### config.mk
export PLATFORM = sky130hd
export DESIGN_NAME = fetch_ctrl_flat
export DESIGN_NICKNAME = d
export VERILOG_FILES = /design/src/rtl/fetch_ctrl_if.sv /design/src/rtl/fetch_ctrl.sv /design/src/flat_wrapper.sv
export SDC_FILE = /design/constraint.sdc
export NUM_CORES = 1
export LEC_CHECK = 0
export CORE_UTILIZATION = 40
export CTS_CLUSTER_SIZE = 28
export DETAILED_ROUTE_END_ITERATION = 8
export PLACE_DENSITY = 0.91
export SLEW_MARGIN = 20
export SYNTH_ARGS = -nofsm -noshare
export SYNTH_HDL_FRONTEND = slang
export SYNTH_SLANG_ARGS = --single-unit
### constraint.sdc
create_clock -name clk -period 2.3 [get_ports clk]
set_input_delay 0.69 -clock clk [delete_from_list [all_inputs] [get_ports clk]]
set_output_delay 0.69 -clock clk [all_outputs]
set_load 0.01 [all_outputs]
### src/rtl/fetch_ctrl_if.sv
// fetch_ctrl_if: memory bus, instruction hand-off and data-request signals for fetch_ctrl.
// master = fetch_ctrl side, slave = memory/executor side.
`default_nettype none

interface fetch_ctrl_if #(
  parameter int ADDR_W = 9,
  parameter int DATA_W = 16
);
  logic [ADDR_W-1:0] mem_addr;
  logic [1:0]        mem_cmd;
  logic              mem_ready;
  logic [DATA_W-1:0] read_data;
  logic [DATA_W-1:0] write_data;
  logic [DATA_W-1:0] ir;
  logic              ir_valid;
  logic              ir_ready;
  logic [ADDR_W-1:0] pc;
  logic              br_valid;
  logic [ADDR_W-1:0] br_target;
  logic              dreq_valid;
  logic              dreq_write;
  logic [ADDR_W-1:0] dreq_addr;
  logic [DATA_W-1:0] dreq_wdata;
  logic              dresp_valid;
  logic [DATA_W-1:0] dresp_data;
  logic              halt;
  logic              bus_err;

  modport master (
    output mem_addr, mem_cmd, write_data, ir, ir_valid, pc,
           dresp_valid, dresp_data, bus_err,
    input  mem_ready, read_data, ir_ready, br_valid, br_target,
           dreq_valid, dreq_write, dreq_addr, dreq_wdata, halt
  );

  modport slave (
    input  mem_addr, mem_cmd, write_data, ir, ir_valid, pc,
           dresp_valid, dresp_data, bus_err,
    output mem_ready, read_data, ir_ready, br_valid, br_target,
           dreq_valid, dreq_write, dreq_addr, dreq_wdata, halt
  );
endinterface

`default_nettype wire

### src/rtl/fetch_ctrl.sv
// fetch_ctrl: single-port instruction fetch / data access sequencer with IR hand-off.
// Optional macro FETCH_TIMEOUT_EN adds a per-access wait limit that halts with bus_err.
`default_nettype none

module fetch_ctrl #(
  parameter int                ADDR_W   = 9,
  parameter int                DATA_W   = 16,
  parameter logic [ADDR_W-1:0] RESET_PC = '0,
  parameter int                TIMEOUT  = 15
) (
  input  wire logic    clk,
  input  wire logic    reset,
  fetch_ctrl_if.master bus
);

  localparam logic [1:0] S_FETCH = 2'd0;
  localparam logic [1:0] S_HOLD  = 2'd1;
  localparam logic [1:0] S_DATA  = 2'd2;
  localparam logic [1:0] S_HALT  = 2'd3;

  localparam logic [1:0] MNONE  = 2'b00;
  localparam logic [1:0] MREAD  = 2'b01;
  localparam logic [1:0] MWRITE = 2'b10;

  logic [1:0]        state_q,       state_d;
  logic [ADDR_W-1:0] fetch_pc_q,    fetch_pc_d;
  logic [ADDR_W-1:0] pc_q,          pc_d;
  logic [DATA_W-1:0] ir_q,          ir_d;
  logic              dresp_valid_q, dresp_valid_d;
  logic [DATA_W-1:0] dresp_data_q,  dresp_data_d;

  logic [1:0]        mem_cmd_w;
  logic [ADDR_W-1:0] mem_addr_w;
  logic [DATA_W-1:0] write_data_w;

`ifdef FETCH_TIMEOUT_EN
  localparam int WAIT_W = (TIMEOUT > 1) ? $clog2(TIMEOUT) : 1;
  localparam logic [WAIT_W-1:0] WAIT_LAST = WAIT_W'(TIMEOUT - 1);

  logic [WAIT_W-1:0] wait_q, wait_d;
  logic              bus_err_q, bus_err_d;
  logic              access_w;
`endif

  always_comb begin
    state_d       = state_q;
    fetch_pc_d    = fetch_pc_q;
    pc_d          = pc_q;
    ir_d          = ir_q;
    dresp_valid_d = 1'b0;
    dresp_data_d  = dresp_data_q;

    case (state_q)
      S_FETCH: begin
        if (bus.mem_ready) begin
          ir_d       = bus.read_data;
          pc_d       = fetch_pc_q;
          fetch_pc_d = fetch_pc_q + 1'b1;
          state_d    = S_HOLD;
        end
      end
      S_HOLD: begin
        // A pending data request takes priority over consuming the instruction.
        if (bus.dreq_valid) begin
          state_d = S_DATA;
        end else if (bus.ir_ready) begin
          if (bus.br_valid) begin
            fetch_pc_d = bus.br_target;
          end
          state_d = bus.halt ? S_HALT : S_FETCH;
        end
      end
      S_DATA: begin
        if (bus.mem_ready) begin
          dresp_valid_d = 1'b1;
          if (!bus.dreq_write) begin
            dresp_data_d = bus.read_data;
          end
          state_d = S_HOLD;
        end
      end
      default: begin
        state_d = S_HALT;
      end
    endcase

`ifdef FETCH_TIMEOUT_EN
    wait_d    = '0;
    bus_err_d = bus_err_q;
    access_w  = (state_q == S_FETCH) || (state_q == S_DATA);
    if (access_w && !bus.mem_ready) begin
      if (wait_q == WAIT_LAST) begin
        state_d       = S_HALT;
        bus_err_d     = 1'b1;
        ir_d          = ir_q;
        pc_d          = pc_q;
        fetch_pc_d    = fetch_pc_q;
      end else begin
        wait_d = wait_q + 1'b1;
      end
    end
`endif
  end

  always_ff @(posedge clk or posedge reset) begin
    if (reset) begin
      state_q       <= S_FETCH;
      fetch_pc_q    <= RESET_PC;
      pc_q          <= RESET_PC;
      ir_q          <= '0;
      dresp_valid_q <= 1'b0;
      dresp_data_q  <= '0;
    end else begin
      state_q       <= state_d;
      fetch_pc_q    <= fetch_pc_d;
      pc_q          <= pc_d;
      ir_q          <= ir_d;
      dresp_valid_q <= dresp_valid_d;
      dresp_data_q  <= dresp_data_d;
    end
  end

`ifdef FETCH_TIMEOUT_EN
  always_ff @(posedge clk or posedge reset) begin
    if (reset) begin
      wait_q    <= '0;
      bus_err_q <= 1'b0;
    end else begin
      wait_q    <= wait_d;
      bus_err_q <= bus_err_d;
    end
  end

  assign bus.bus_err = bus_err_q;
`else
  assign bus.bus_err = 1'b0;
`endif

  // reset gates the command directly so an in-flight access drops in the same cycle.
  always_comb begin
    mem_cmd_w    = MNONE;
    mem_addr_w   = fetch_pc_q;
    write_data_w = '0;
    if (!reset) begin
      case (state_q)
        S_FETCH: mem_cmd_w = MREAD;
        S_DATA: begin
          mem_addr_w = bus.dreq_addr;
          if (bus.dreq_write) begin
            mem_cmd_w    = MWRITE;
            write_data_w = bus.dreq_wdata;
          end else begin
            mem_cmd_w = MREAD;
          end
        end
        default: mem_cmd_w = MNONE;
      endcase
    end
  end

  assign bus.mem_cmd     = mem_cmd_w;
  assign bus.mem_addr    = mem_addr_w;
  assign bus.write_data  = write_data_w;
  assign bus.ir          = ir_q;
  assign bus.ir_valid    = (state_q == S_HOLD) || (state_q == S_DATA);
  assign bus.pc          = pc_q;
  assign bus.dresp_valid = dresp_valid_q;
  assign bus.dresp_data  = dresp_data_q;

endmodule

`default_nettype wire

### src/flat_wrapper.sv
// flat-port wrapper written by rule: the top's interface ports become plain ports
module fetch_ctrl_flat 
#(
  parameter int                ADDR_W   = 9,
  parameter int                DATA_W   = 16,
  parameter logic [ADDR_W-1:0] RESET_PC = '0,
  parameter int                TIMEOUT  = 15
)
  (clk, reset, bus_mem_addr, bus_mem_cmd, bus_write_data, bus_ir, bus_ir_valid, bus_pc, bus_dresp_valid, bus_dresp_data, bus_bus_err, bus_mem_ready, bus_read_data, bus_ir_ready, bus_br_valid, bus_br_target, bus_dreq_valid, bus_dreq_write, bus_dreq_addr, bus_dreq_wdata, bus_halt);
  fetch_ctrl_if #(.ADDR_W(ADDR_W), .DATA_W(DATA_W)) bus_i ();
  input  wire logic clk;
  input  wire logic reset;
  output wire logic [$bits(bus_i.mem_addr)-1:0] bus_mem_addr;
  output wire logic [$bits(bus_i.mem_cmd)-1:0] bus_mem_cmd;
  output wire logic [$bits(bus_i.write_data)-1:0] bus_write_data;
  output wire logic [$bits(bus_i.ir)-1:0] bus_ir;
  output wire logic [$bits(bus_i.ir_valid)-1:0] bus_ir_valid;
  output wire logic [$bits(bus_i.pc)-1:0] bus_pc;
  output wire logic [$bits(bus_i.dresp_valid)-1:0] bus_dresp_valid;
  output wire logic [$bits(bus_i.dresp_data)-1:0] bus_dresp_data;
  output wire logic [$bits(bus_i.bus_err)-1:0] bus_bus_err;
  input wire logic [$bits(bus_i.mem_ready)-1:0] bus_mem_ready;
  input wire logic [$bits(bus_i.read_data)-1:0] bus_read_data;
  input wire logic [$bits(bus_i.ir_ready)-1:0] bus_ir_ready;
  input wire logic [$bits(bus_i.br_valid)-1:0] bus_br_valid;
  input wire logic [$bits(bus_i.br_target)-1:0] bus_br_target;
  input wire logic [$bits(bus_i.dreq_valid)-1:0] bus_dreq_valid;
  input wire logic [$bits(bus_i.dreq_write)-1:0] bus_dreq_write;
  input wire logic [$bits(bus_i.dreq_addr)-1:0] bus_dreq_addr;
  input wire logic [$bits(bus_i.dreq_wdata)-1:0] bus_dreq_wdata;
  input wire logic [$bits(bus_i.halt)-1:0] bus_halt;
  assign bus_mem_addr = bus_i.mem_addr;
  assign bus_mem_cmd = bus_i.mem_cmd;
  assign bus_write_data = bus_i.write_data;
  assign bus_ir = bus_i.ir;
  assign bus_ir_valid = bus_i.ir_valid;
  assign bus_pc = bus_i.pc;
  assign bus_dresp_valid = bus_i.dresp_valid;
  assign bus_dresp_data = bus_i.dresp_data;
  assign bus_bus_err = bus_i.bus_err;
  assign bus_i.mem_ready = bus_mem_ready;
  assign bus_i.read_data = bus_read_data;
  assign bus_i.ir_ready = bus_ir_ready;
  assign bus_i.br_valid = bus_br_valid;
  assign bus_i.br_target = bus_br_target;
  assign bus_i.dreq_valid = bus_dreq_valid;
  assign bus_i.dreq_write = bus_dreq_write;
  assign bus_i.dreq_addr = bus_dreq_addr;
  assign bus_i.dreq_wdata = bus_dreq_wdata;
  assign bus_i.halt = bus_halt;
  fetch_ctrl #(.ADDR_W(ADDR_W), .DATA_W(DATA_W), .RESET_PC(RESET_PC), .TIMEOUT(TIMEOUT)) u_core (.clk(clk), .reset(reset), .bus(bus_i));
endmodule
Word-level counts from Yosys, hierarchy flattened. Index checks and enable logic that the tools add are counted.

Bits in latches: 0. Register bits: 53. RAM bits: 0. Logic and storage cells: 44. Bits in read-only memories: 0. Memories kept: 0.

$add $sub $neg: 1. $lt $le $gt $ge: 0. Divide/modulo/power cells: 0. Eq/ne operators: 8. Bitwise gates (word level): 1. Mux-type cells: 20. Shifts and indexed selects: 0. Reduce and logical (&&, ||, !) cells: 8. Multiply operators: 0.

Operator list (count): $mux 9 (6); $mux 16 (3); $pmux 9 s2 (1); $mux 2 (6); $add 9x1->9 const B (1); $ne 2x2->1 const B (4); $pmux 2 s2 (2); $reduce_and 5->1 (1); $reduce_and 2->1 (2); $ne 3x3->1 const B (1); $reduce_and 3->1 (1); $eq 2x1->1 const B (1); $eq 2x2->1 const B (1); $logic_not 2->1 (1); $mux 1 (2); $ne 2x1->1 const B (1); $reduce_bool 2->1 (1); $reduce_or 2->1 (1); $logic_or 1x1->1 (1); $not 1->1 (1).

Depth between registers and ports, before layout.
Depth after elaboration: 4. Gate-level depth with buffers: 8. Gate-level depth less buffers: 6.

Worst setup path before layout. Ideal clock, no wire load.

Path type: register -> output. Start: register u_core.state_q[0]. End: output bus_mem_addr[3]. Stages on the path, launching flop included: 6. Required time: 1.610 ns. Arrival time: 1.416 ns. Path buffers: 1. Slack: 0.194 ns. Path through: dfrtp_1 -> inv_1 -> ha_1 -> nor2b_1 -> clkbuf_1 -> mux2_2.

Word-level cells in the longest chain between the ends: 3.

RTL lines: start: declaration (line fetch_ctrl.sv:25) `logic [1:0] state_q, state_d;`; start signal: assignment (line fetch_ctrl.sv:114) `state_q <= state_d;`; $eq 2x2->1 (line fetch_ctrl.sv:145) `case (state_q)`; $mux 9 (line fetch_ctrl.sv:145); $mux 9 (line fetch_ctrl.sv:144) `if (!reset) begin`; end: declaration (line flat_wrapper.sv:13) `output wire logic [$bits(bus_i.mem_addr)-1:0] bus_mem_addr;`.

No other way between the ends.

Final worst setup path.
Start: register u_core.state_q[0]. End: output bus_mem_addr[0].

Same word-level chain as after synthesis.

==> run metrics <==
CTS buffer count 5; clock insertion delay at the later pin of the skew report roughly 0.31 ns; largest voltage drop on the vdd net between 0.0006 and 0.0007 V; Final Hold Fails 0; growth of design area from synthesis to finish 69.9%; required time worst endpoint around 1.6 ns; height of the die 82.7 um; unrepaired setup endpoints after global routing yes; count of clock tree sinks 53; maximum net fanout on the critical path 6; RR Endpoint u_core.fetch_pc_q[5]; average via count per standard cell roughly 5.3; violations in the final reports setup timing; min-delay worst type reg -> reg; number of filler instances in the final layout roughly 450; Final TNS setup -3.16 ns; post-synthesis instance area 2610 um2; count of cells along the worst register-to-register path 7; number of enable-type register cells in the synthesized netlist 0; Mapped Cells ~210; placed wire-length estimate 5080 um; die width 82.7 um; Sequential cell area ~1300 um2; Final setup violation count 24; count of unresolved DRC violations after routing 0; count of maximum capacitance violations 0; dpl ws -0.692 ns; antenna violations before repair 0; Post-Route Skew about 0.0090 ns; starting utilization of the core area between 40% and 50%; total nets after synthesis roughly 280; Initial DRC Count 76; Most used DFF post-synth sky130_fd_sc_hd__dfrtp_1; Slew headroom approximately two thirds; area used by multi-input combinational logic 1320 um2; routability-driven placement congestion ratio roughly 0.79; worst setup slack after layout -0.183 ns; Worst Path Class, Setup reg -> out; post-detailed-route count of antenna-violating nets 0; number of max-slew violations in the final report 0; max frequency about 400 MHz; largest net degree at the start of global routing 54; first-pass GRT wire length approximately 12000 um; # H-tree levels 2; power per cell area approximately 1200 nW/um2; number of distinct standard cells referenced by the synthesized netlist 37; fraction of layout cells with a size suffix above 1 roughly 40%; source of the worst register-to-register timing path u_core.state_q[1]; top-level port count between 100 and 150; number of iterations in the first detailed-routing pass 4; number of vias in the routed layout around 2300; start point of the worst min-delay path u_core.bus.dresp_data[9]; Yosys warnings 0; leakage power of the design 0.00197 uW; Total Nets Final between 400 and 500; transition at the pin with the smallest max-transition slack approximately 0.5 ns; cell at the root of the clock tree sky130_fd_sc_hd__clkbuf_8; maximum clock path buffer count 2; minimum clock period approximately 2.5 ns; area of the die roughly 6800 um2; clock-pin slew reported for the worst setup and hold paths after clock tree synthesis 0.09 ns; CP arrival roughly 1.8 ns; outcome finished with violations; cell count of the worst hold path 1; fin crit share 108%; number of standard-cell rows in the floorplan 29; share of synthesized area occupied by flip-flops and latches 50.9%; global-route congestion overflow total 0; Post-synth ARST share 100%; kind of end point of the critical path primary output; worst reg-to-reg setup slack between 0.15 and 0.2 ns; CTS tree yes; total length of routed wires approximately 7900 um; Synth Area per Inst about 12 um2; number of port buffers roughly 130; worst hold path endpoint u_core.bus.dresp_data[9]; routed wire length per instance about 18 um; Core Region around 6300 um2; global router's overall resource usage between 20% and 30%; count of antenna diodes in the layout 0; register bit total from synthesis 53; startpoint types flip-flop; number of global-route vias before repair roughly 2300
kinds of logic (layout without fill, tap and decap cells):
group,count (synthesis),after routing,share of synthesized area [%]
AOI/OAI and AO/OA,28,28,8.21
adders and majority gates,6,6,2.88
buffers and inverters,19,171,3.60
DFF,53,53,50.9
muxes,52,52,22.3
other,1,1,0.144
and+or+nand+nor,55,55,12.0
per-layer routing:
metal  up-vias  global-route usage (%)  wire length, um
li1       1063                       -                -
met1      1167                    27.3             2990
met2        83                    40.2             4400
met3        14                    5.05              381
met4         0                    5.86              124
met5         -                       0                0
area by class of cell:
type	instances	share of cell area, %
multi-input combinational	142	29.8
clock buffer	6	1.86
inverter	7	0.593
sequential	53	30.0
tap	77	2.18
timing repair buffer	156	35.2
clock inverter	2	0.396
power by group:
part / internal [uW] / total [uW] / switching, uW
combinational: 1860 / 3110 / 1260
sequential: 1380 / 1710 / 324
clock: 250 / 557 / 307
how the worst max path moves through the flow:
stage,slack (ns),startpoint,to
2_1_floorplan,0.19,u_core.state_q[0],bus_mem_addr[3]
3_3_place_gp,-0.66,reset,bus_mem_addr[0]
3_5_place_dp,-0.69,reset,bus_mem_addr[2]
4_1_cts,-0.17,u_core.state_q[1],bus_mem_addr[6]
5_1_grt,-0.26,u_core.state_q[0],bus_mem_addr[2]
6_report,-0.18,u_core.state_q[0],bus_mem_addr[0]
metrics by stage:
stage / area [um2] / instances / hold WS [ns] / util (%) / power (uW)
final: 4430 / 443 / 0.514 / 70.1 / 5380
after global routing: 4430 / 443 / 0.528 / 70.1 / 5720
after CTS: 4380 / 442 / 0.513 / 69.4 / 5300
after detailed placement: 4100 / 423 / 0.489 / 64.9 / 4520
after global placement: 4100 / 423 / 0.467 / 64.9 / 4410
after floorplan: 2610 / 214 / 0.505 / - / 3040
Yosys cell counts (all sizes together), types with 2 or more instances:
master,instances,area (um2)
dfrtp,53,1330
mux2,49,552
and3,20,125
nor2,13,48.8
o21ai,10,50.0
buf,9,56.3
inv,7,26.3
nand2,7,28.8
a22o,6,52.6
ha,6,75.1
nand3,4,25.0
a21oi,3,30.0
clkbuf,3,11.3
mux2i,3,30.0
nand2b,3,18.8
o22ai,3,18.8
and2,2,12.5
nand4b,2,23.8
nor2b,2,12.5
state kept, by name, indices dropped and copies added (netlist names):
name and cells:
u_core.bus.ir 16, u_core.bus.pc 9, u_core.state_q 2, u_core.bus.dresp_valid 1, u_core.fetch_pc_q 9, u_core.bus.dresp_data 16
layout by cell type, fill, tap and decap left out, types with 2 or more instances in the layout:
master,n
sky130_fd_sc_hd__inv_1,4
sky130_fd_sc_hd__and3_4,12
sky130_fd_sc_hd__clkbuf_8,6
sky130_fd_sc_hd__ha_1,3
sky130_fd_sc_hd__a21oi_2,2
sky130_fd_sc_hd__mux2_4,9
sky130_fd_sc_hd__mux2_2,40
sky130_fd_sc_hd__dfrtp_1,52
sky130_fd_sc_hd__nand2b_1,3
sky130_fd_sc_hd__o22ai_1,3
sky130_fd_sc_hd__buf_12,5
sky130_fd_sc_hd__clkbuf_2,2
sky130_fd_sc_hd__buf_6,26
sky130_fd_sc_hd__and3_1,8
sky130_fd_sc_hd__o21ai_0,5
sky130_fd_sc_hd__buf_2,6
sky130_fd_sc_hd__clkdlybuf4s50_1,97
sky130_fd_sc_hd__nand2_1,6
sky130_fd_sc_hd__ha_4,2
sky130_fd_sc_hd__o21ai_1,5
sky130_fd_sc_hd__nor2_1,13
sky130_fd_sc_hd__and2_1,2
sky130_fd_sc_hd__nand3_1,3
sky130_fd_sc_hd__inv_2,3
sky130_fd_sc_hd__mux2i_1,3
sky130_fd_sc_hd__buf_4,18
sky130_fd_sc_hd__a22o_1,6
repair_timing:
action / in CTS / in global routing
resized for setup: 156 / 16
endpoints found under the setup margin: 28 / 27
gates cloned: 1 / 0
buffers inserted: 10 / 1
hold buffers: 0 / 0
pin swaps: 1 / 2
worst max-delay path, stage by stage, from the launching register on:
cell and delay [ns]:
sky130_fd_sc_hd__dfrtp_1 0.40, sky130_fd_sc_hd__inv_2 0.11, sky130_fd_sc_hd__ha_4 0.14, sky130_fd_sc_hd__nor2b_4 0.18, sky130_fd_sc_hd__buf_6 0.15, sky130_fd_sc_hd__buf_6 0.10, sky130_fd_sc_hd__mux2_4 0.29, sky130_fd_sc_hd__buf_6 0.12
Power figures use the tool's default switching activity.
==> patch, RTL diff (config.mk and constraints unchanged) <==
Add a define of `FETCH_TIMEOUT_EN`.
--- a/src/rtl/fetch_ctrl.sv
+++ b/src/rtl/fetch_ctrl.sv
@@ -1,6 +1,8 @@
 // fetch_ctrl: single-port instruction fetch / data access sequencer with IR hand-off.
 // Optional macro FETCH_TIMEOUT_EN adds a per-access wait limit that halts with bus_err.
 `default_nettype none
+
+`define FETCH_TIMEOUT_EN
 
 module fetch_ctrl #(
   parameter int                ADDR_W   = 9,
Function: no difference found for any inputs over 10 cycles, from zero or initial values and one cycle with reset high; that may be too few to reach the edited logic, so the function may still have changed.
==> patch against the original RTL <==
The flow still finishes with violations (setup timing); combinational power up 3%; setup slack gained 19 ps; maximum frequency rose by 0.77%; power increased by 8.1%; sequential cell count increased by 5; design area rose by 6.0%; area after synthesis rose by 8.1%; via count rose by 6.4%; routed wire length fell by 3.4%; worst hold slack got worse by 48 ps; sequential share of layout area grew 0.97 points; global-route usage shrank 0.53 points; critical endpoint is now bus_mem_addr[3]; largest power group unchanged; highest routed layer unchanged.
==> patch: results (changes against the original RTL) <==
[timing]
finalWorstSetupSlack_ps=-163.6  ; was -182.6 ps
fin_worst_skew_ps=6.919  ; was 8.999 ps
holdWs_ps=465.9  ; was 513.8 ps
setup_viol=23  ; was 24

[clock_tree]
cts_setup_buffers=6  ; was 10
cts_resized=129  ; was 156

[global_route]
grt_first_pass_wirelength_mm=12.48  ; was 11.51 mm
met1_usage=0.2533  ; was 0.2727
gr-usage-met3=0.09047  ; was 0.05055
grt_usage=0.2204  ; was 0.2257
grt_max_degree=59  ; was 54

[drt]
drt_iter0_drc=116  ; was 76
wl_per_cell_um=15.29  ; was 17.82 µm

[placed_design]
numPlacedInstances=474  ; was 423
place_area_um2=4382  ; was 4096 µm²

[synth]
yosys-top-cells-count=58 x dfrtp_1, 48 x mux2_2, 18 x and2_1  ; was 53 x dfrtp_1, 49 x mux2_2, 20 x and3_1
synth_top_cells_by_area=dfrtp_1 52%, mux2_2 19%, and2_1 4.0%  ; was dfrtp_1 51%, mux2_2 21%, and3_1 4.8%

[worst_setup_path]
cp-startpoint=u_core.state_q[0]$_DFF_PP0_  ; was u_core.state_q[0]$_DFFE_PP0P_
crit_arrival_ps=1770  ; was 1790 ps

[status]
violations=setup timing  ; unchanged
outcome=complete, but fails checks  ; unchanged

[pwr]
p_int_mw=3.802  ; was 3.489 mW
seq_power_share=0.314  ; was 0.318
vdd_drop_max_v=0.0007660  ; was 0.0006491 V

[final_layout]
drive_above_1_share=0.3474  ; was 0.3934

[min_path]
min_from=u_core.bus.bus_err$_DFFE_PP0P_  ; was u_core.bus.dresp_data[9]$_DFFE_PP0P_

-- patch: cell types whose count changed after synthesis, sizes merged, moves of 5 or more --
cell / delta
a21oi: +9
dfrtp: +5
and2: +16
and3: -17
nand2: +7
nand3: +6
o21ai: -5
-- patch: area by class of cell --
class                           instances  area [µm²]  area share
Clock buffer                           13       148.9     0.03172
Clock inverter                          3       15.01    0.003199
Inverter                                7       30.03    0.006398
Multi-Input combinational cell        162        1375      0.2930
Sequential cell                        58        1453      0.3095
Tap cell                               96       120.1     0.02559
Timing Repair Buffer                  160        1551      0.3306
-- patch: logic make-up (layout without fill, tap and decap cells) --
kind of cell / Yosys count / count (layout) / share of synthesized area
AO/OA/AOI/OAI: 32 / 32 / 0.08486
XOR/XNOR: 2 / 2 / 0.006221
adder cells (fa/ha/maj): 8 / 8 / 0.03554
flip-flops: 58 / 58 / 0.5153
buffers and inverters: 17 / 183 / 0.02799
AND/OR/NAND/NOR: 66 / 67 / 0.1204
multiplexers: 53 / 53 / 0.2097
